File: config.mk
export PLATFORM = sky130hd
export DESIGN_NAME = mod_counter_flat
export DESIGN_NICKNAME = d
export VERILOG_FILES = /design/src/rtl/counter_pkg.sv /design/src/rtl/mod_counter_if.sv /design/src/rtl/count_prescaler.sv /design/src/rtl/mod_counter.sv /design/src/flat_wrapper.sv
export SDC_FILE = /design/constraint.sdc
export NUM_CORES = 1
export LEC_CHECK = 0
export CAP_MARGIN = 15
export CORE_ASPECT_RATIO = 0.9
export CORE_MARGIN = 1
export CORE_UTILIZATION = 50
export DETAILED_ROUTE_END_ITERATION = 10
export PLACE_DENSITY_LB_ADDON = 0.1
export REMOVE_ABC_BUFFERS = 1
export SYNTH_ARGS = -nofsm -noshare
export SYNTH_HDL_FRONTEND = slang
export SYNTH_SLANG_ARGS = --single-unit
File: constraint.sdc
create_clock -name clk -period 3.77 [get_ports clk]
set_input_delay 0.377 -clock clk [delete_from_list [all_inputs] [get_ports clk]]
set_output_delay 0.377 -clock clk [all_outputs]
set_load 0.03 [all_outputs]
File: src/rtl/counter_pkg.sv
// counter_pkg: shared types and default sizes for the mod_counter block.
package counter_pkg;
    typedef enum logic [1:0] {CNT_WRAP, CNT_SAT, CNT_ONESHOT, CNT_RSVD} cnt_mode_t;
    typedef enum logic [0:0] {CNT_RUN, CNT_HALT} cnt_state_t;
    localparam int CNT_WIDTH      = 8;
    localparam int CNT_PRESCALE_W = 4;
endpackage

File: src/rtl/mod_counter_if.sv
// mod_counter_if: control/status bundle of mod_counter; prescale exists only with COUNTER_PRESCALE_EN.
interface mod_counter_if #(parameter int WIDTH = 8, parameter int PRESCALE_W = 4) ();
    logic             en;
    logic             up_dn;
    logic [1:0]       mode;
    logic [WIDTH-1:0] max_val;
    logic             clear;
    logic             load;
    logic [WIDTH-1:0] load_val;
    logic [WIDTH-1:0] count;
    logic             tc;
    logic             done;
`ifdef COUNTER_PRESCALE_EN
    logic [PRESCALE_W-1:0] prescale;
    modport master (output en, up_dn, mode, max_val, clear, load, load_val, prescale,
                    input count, tc, done);
    modport slave  (input en, up_dn, mode, max_val, clear, load, load_val, prescale,
                    output count, tc, done);
`else
    modport master (output en, up_dn, mode, max_val, clear, load, load_val,
                    input count, tc, done);
    modport slave  (input en, up_dn, mode, max_val, clear, load, load_val,
                    output count, tc, done);
`endif
endinterface

File: src/rtl/count_prescaler.sv
// count_prescaler: emits a tick once every div+1 enabled cycles; holds while en is low.
module count_prescaler #(parameter int W = 4) (
    input  logic         clk,
    input  logic         reset,
    input  logic         clr,
    input  logic         en,
    input  logic [W-1:0] div,
    output logic         tick
);
    logic [W-1:0] cnt;
    // >= keeps the divider from running the full range if div is lowered mid-count
    assign tick = en && (cnt >= div);
    always_ff @(posedge clk) begin
        if (reset || clr) cnt <= '0;
        else if (en) cnt <= tick ? '0 : cnt + 1'b1;
    end
endmodule

File: src/rtl/mod_counter.sv
// mod_counter: up/down modulo counter with load, clear and wrap/saturate/one-shot terminal modes.
// Define COUNTER_PRESCALE_EN to qualify steps with the count_prescaler tick.
module mod_counter
    import counter_pkg::*;
#(
    parameter int WIDTH      = CNT_WIDTH,
    parameter int PRESCALE_W = CNT_PRESCALE_W
) (
    input logic         clk,
    input logic         reset,
    mod_counter_if.slave bus
);
    logic [WIDTH-1:0] count, max_v, ld_v, up_nxt, dn_nxt;
    logic             tc, done, tick, step, term, wrap;
    cnt_state_t       state;
    cnt_mode_t        mode;
`ifdef COUNTER_PRESCALE_EN
    count_prescaler #(.W(PRESCALE_W)) u_pre (
        .clk   (clk),
        .reset (reset),
        .clr   (bus.clear | bus.load),
        .en    (bus.en),
        .div   (bus.prescale),
        .tick  (tick)
    );
`else
    assign tick = 1'b1;
`endif
    always_comb begin
        max_v  = bus.max_val;
        mode   = cnt_mode_t'(bus.mode);
        wrap   = (mode == CNT_WRAP) || (mode == CNT_RSVD);
        term   = bus.up_dn ? (count >= max_v) : (count == '0);
        step   = bus.en && tick && (state == CNT_RUN);
        ld_v   = (bus.load_val > max_v) ? max_v : bus.load_val;
        up_nxt = term ? (wrap ? '0 : count) : count + 1'b1;
        // a count left above a lowered max_val re-enters the range on a down step
        dn_nxt = term ? (wrap ? max_v : count) : ((count > max_v) ? max_v : count - 1'b1);
    end
    always_ff @(posedge clk) begin
        if (reset || bus.clear) begin
            count <= '0;
            tc    <= 1'b0;
            done  <= 1'b0;
            state <= CNT_RUN;
        end else if (bus.load) begin
            count <= ld_v;
            tc    <= 1'b0;
            done  <= 1'b0;
            state <= CNT_RUN;
        end else begin
            tc <= step && term;
            if (step) begin
                count <= bus.up_dn ? up_nxt : dn_nxt;
                if (term && mode == CNT_ONESHOT) begin
                    state <= CNT_HALT;
                    done  <= 1'b1;
                end
            end
        end
    end
    assign bus.count = count;
    assign bus.tc    = tc;
    assign bus.done  = done;
endmodule

File: src/flat_wrapper.sv
// flat-port wrapper written by rule: the top's interface ports become plain ports
module mod_counter_flat import counter_pkg::*;
#(
    parameter int WIDTH      = CNT_WIDTH,
    parameter int PRESCALE_W = CNT_PRESCALE_W
)
  (clk, reset, bus_en, bus_up_dn, bus_mode, bus_max_val, bus_clear, bus_load, bus_load_val, bus_count, bus_tc, bus_done);
  mod_counter_if #(.WIDTH(WIDTH), .PRESCALE_W(PRESCALE_W)) bus_i ();
  input logic clk;
  input logic reset;
  input wire logic [$bits(bus_i.en)-1:0] bus_en;
  input wire logic [$bits(bus_i.up_dn)-1:0] bus_up_dn;
  input wire logic [$bits(bus_i.mode)-1:0] bus_mode;
  input wire logic [$bits(bus_i.max_val)-1:0] bus_max_val;
  input wire logic [$bits(bus_i.clear)-1:0] bus_clear;
  input wire logic [$bits(bus_i.load)-1:0] bus_load;
  input wire logic [$bits(bus_i.load_val)-1:0] bus_load_val;
  output wire logic [$bits(bus_i.count)-1:0] bus_count;
  output wire logic [$bits(bus_i.tc)-1:0] bus_tc;
  output wire logic [$bits(bus_i.done)-1:0] bus_done;
  assign bus_i.en = bus_en;
  assign bus_i.up_dn = bus_up_dn;
  assign bus_i.mode = bus_mode;
  assign bus_i.max_val = bus_max_val;
  assign bus_i.clear = bus_clear;
  assign bus_i.load = bus_load;
  assign bus_i.load_val = bus_load_val;
  assign bus_count = bus_i.count;
  assign bus_tc = bus_i.tc;
  assign bus_done = bus_i.done;
  mod_counter #(.WIDTH(WIDTH), .PRESCALE_W(PRESCALE_W)) u_core (.clk(clk), .reset(reset), .bus(bus_i));
endmodule
==> flow_summary_export.csv <==
group,metric,value,unit
die,num_rows,17,
power,swShare,40.2,%
yosys,syn_area,0.00140,mm²
power,total_power,458,µW
finish,drive_gt1_share,8.88,%
clock_network,ctsResizeCount,0,
drt,dr.first_iter.drc_count,154,
grt,overflow,0,
clock_network,cts_num_sinks,10,
critical_path,crit_path_max_fanout,8,
yosys,synth-edff-count,0,
critical_path,crit_type,"in -> reg",
die,dieArea,0.00302,mm²
placed_design,hpwlAfterDp,3.42,mm
yosys,synthFlopType,"dfxtp_1",
clock_network,clk_pin_slew,0.07,ns
drt,dr.pass1.iters,7,
power,pwr-share-clk,21.3,%
finish,n_antenna_cell,0,
run_status,violations,"DRC",
placed_design,placed_area,0.00175,mm²
clock_network,clock_path_buffers,2,
drt,drc,2,
power,p_sw,184,µW
yosys,synth_top_area_share,17.9,%
grt,grt_first_pass_wirelength,7.16,mm
yosys,synth.area.top_cells,"ha_1, dfxtp_1, a21oi_1",
critical_path,cp_data_arrival_time,2.94,ns
grt,grt_max_degree,18,
worst_hold_path,hp-class,"reg -> reg",
power,power_density,257,mW/mm²
yosys,yosysSeqAreaShare,14.3,%
finish,layout_commonest_cell,"clkdlybuf4s50_1",
clock_network,cts_root_buf,"clkbuf_4",
critical_path,start_kind,"input port",
yosys,yosys_warnings,0,
drt,vias_per_cell,6.74,
clock_network,cts_tree,"built",
critical_path,r2r-end,"u_core.bus.count[4]$_SDFFE_PP0P_",
timing,rsz0062_at_grt,"no",
clock_network,cts_setup_buffers,0,
critical_path,regToRegSetupSlack,1.04,ns
critical_path,crit_start,"bus_max_val[7]",
grt,grtUsageTotal,31.1,%
placed_design,globalplace.congestion,0.990,
job,drv_cap,0,
yosys,ys_ff_latch,10,
timing,min_period,2.78,ns
die,start_util,54.9,%
die,die_y,52.2,µm
finish,postLayoutCoreUtil,69.9,%
finish,fin_area,0.00178,mm²
drt,vias,1630,
power,leakage,0.000701,µW
yosys,async_flop_share,0,%
die,core_area,0.00255,mm²
critical_path,end_kind,"flop",
clock_network,cts_hold_buf,0,
clock_network,cts_buffers,3,
placed_design,port-buffer-count,33,
timing,finalSetupTns,0,ns
grt,antenna_found_initial,0,
run_status,status,"complete, but fails checks",
yosys,syn-mean-instance-area,7.74,µm²
critical_path,critPathCapture,"u_core.bus.count[5]$_SDFFE_PP0P_",
critical_path,regToRegStartpoint,"u_core.bus.count[0]$_SDFFE_PP0P_",
drt,wl,4.35,mm
power,p_int,274,µW
grt,grt_pass1_vias,1548,
yosys,synth_top_area_cell,"ha_1",
finish,final_cell_mix,"clkdlybuf4s50_1, ha_1, nor2_1",
timing,finClkSkew,0.00529,ns
finish,area.growth.synth_to_final,27.3,%
placed_design,place_ws,0.760,ns
die,pin_count,34,
drt,wire_per_inst,18.0,µm
drt,ant_nets,0,
timing,max_freq,359,MHz
critical_path,reg2reg_depth,9,
clock_network,clk_latency,0.27,ns
clock_network,htreeDepth,1,
die,die_w,57.8,µm
timing,drv_slew,0,
timing,hold_viol,0,
finish,final_nets,259,
timing,relSlewSlack,50.9,%
critical_path,required,3.93,ns
power,combPwrFrac,51.1,%
power,p_seq_share,27.6,%
power,vdd_drop_max,0.000153,V
timing,setup_slack,0.987,ns
timing,max_slew.worst_pin.slew,0.737,ns
yosys,syn_inst,181,
timing,setup_violations,0,
yosys,yosysUniqueCellTypes,50,
timing,fin_crit_sh,73.8,%
## cells by family after synthesis
group / count (synthesis) / synth area share (%)
AO/OA/AOI/OAI: 66 / 34.6
multiplexers: 4 / 2.95
flip-flops: 10 / 14.3
XOR/XNOR: 2 / 1.25
AND/OR/NAND/NOR: 59 / 23.1
buffers and inverters: 20 / 5.89
adder cells (fa/ha/maj): 20 / 17.9
## Yosys cell counts (2+ instances only)
cell type,n
nor4_1,2
nand4_1,5
a211oi_1,2
ha_1,20
nor4b_1,2
nor3_1,7
or3_1,3
a21oi_1,15
a221oi_2,3
nand2_1,7
a31oi_1,6
nand3_1,5
a32oi_1,2
and3_1,3
o32ai_1,2
a221oi_1,4
mux2i_1,3
nor2_1,16
clkbuf_1,3
inv_1,15
o21ai_0,9
dfxtp_1,10
o211ai_1,4
o311ai_0,2
nor2b_1,2
o21ai_1,5
## registers in the layout, indices dropped and copies added, names as in the netlist
register          cells
u_core.bus.tc         1
u_core.bus.done       1
u_core.bus.count      8
## cell type report
type / count / area, µm²
Multi-Input combinational cell: 151 / 1120
Fill cell: 224 / 768
Timing Repair Buffer: 34 / 338
Sequential cell: 10 / 200
Inverter: 15 / 56.3
Clock buffer: 4 / 36.3
Tap cell: 28 / 35.0
## per-layer routing
layer	up-vias	part of all wire, %	track usage, %
met3	8	8.2	5.19
met4	0	1.7	13.5
met2	97	49	52.9
li1	779	-	-
met1	746	41	38.7
met5	-	0	0
## metrics by stage
| step | std cells | hold slack (ns) |
|---|---|---|
| floorplan | 176 | 0.454 |
| global placement | 238 | 0.520 |
| detailed placement | 238 | 0.546 |
| CTS | 242 | 0.563 |
| global route | 242 | 0.589 |
| finish | 242 | 0.566 |
## worst max-delay path, stage by stage
cell             delay [ns]
clkdlybuf4s50_1        0.49
inv_1                  0.08
ha_1                   0.32
nand4_1                0.23
nor2_1                 0.28
a211o_1                0.30
a31oi_1                0.12
a221oi_1               0.39
nor4b_1                0.10
a2111oi_1              0.24
## power groups by stage
stage | registers, µW | clock network [µW] | logic (µW)
after floorplan | 136 | 0 | 139
after global placement | 128 | 0 | 221
after detailed placement | 128 | 0 | 228
after CTS | 126 | 99.3 | 229
after global routing | 127 | 104 | 256
final | 126 | 97.4 | 234
## worst min-delay path by stage
stage | from | to | slack, ns | depth (start not counted)
CTS | u_core.bus.done$_SDFFE_PP0P_ | u_core.bus.done$_SDFFE_PP0P_ | 0.56 | 2
floorplan | bus_load | u_core.bus.tc$_SDFF_PP0_ | 0.45 | 1
global route | u_core.bus.done$_SDFFE_PP0P_ | u_core.bus.done$_SDFFE_PP0P_ | 0.59 | 2
global placement | u_core.bus.done$_SDFFE_PP0P_ | u_core.bus.done$_SDFFE_PP0P_ | 0.52 | 2
finish | u_core.bus.done$_SDFFE_PP0P_ | u_core.bus.done$_SDFFE_PP0P_ | 0.57 | 2
detailed placement | u_core.bus.done$_SDFFE_PP0P_ | u_core.bus.done$_SDFFE_PP0P_ | 0.55 | 2
No activity file was read; power rests on OpenSTA's default activity.
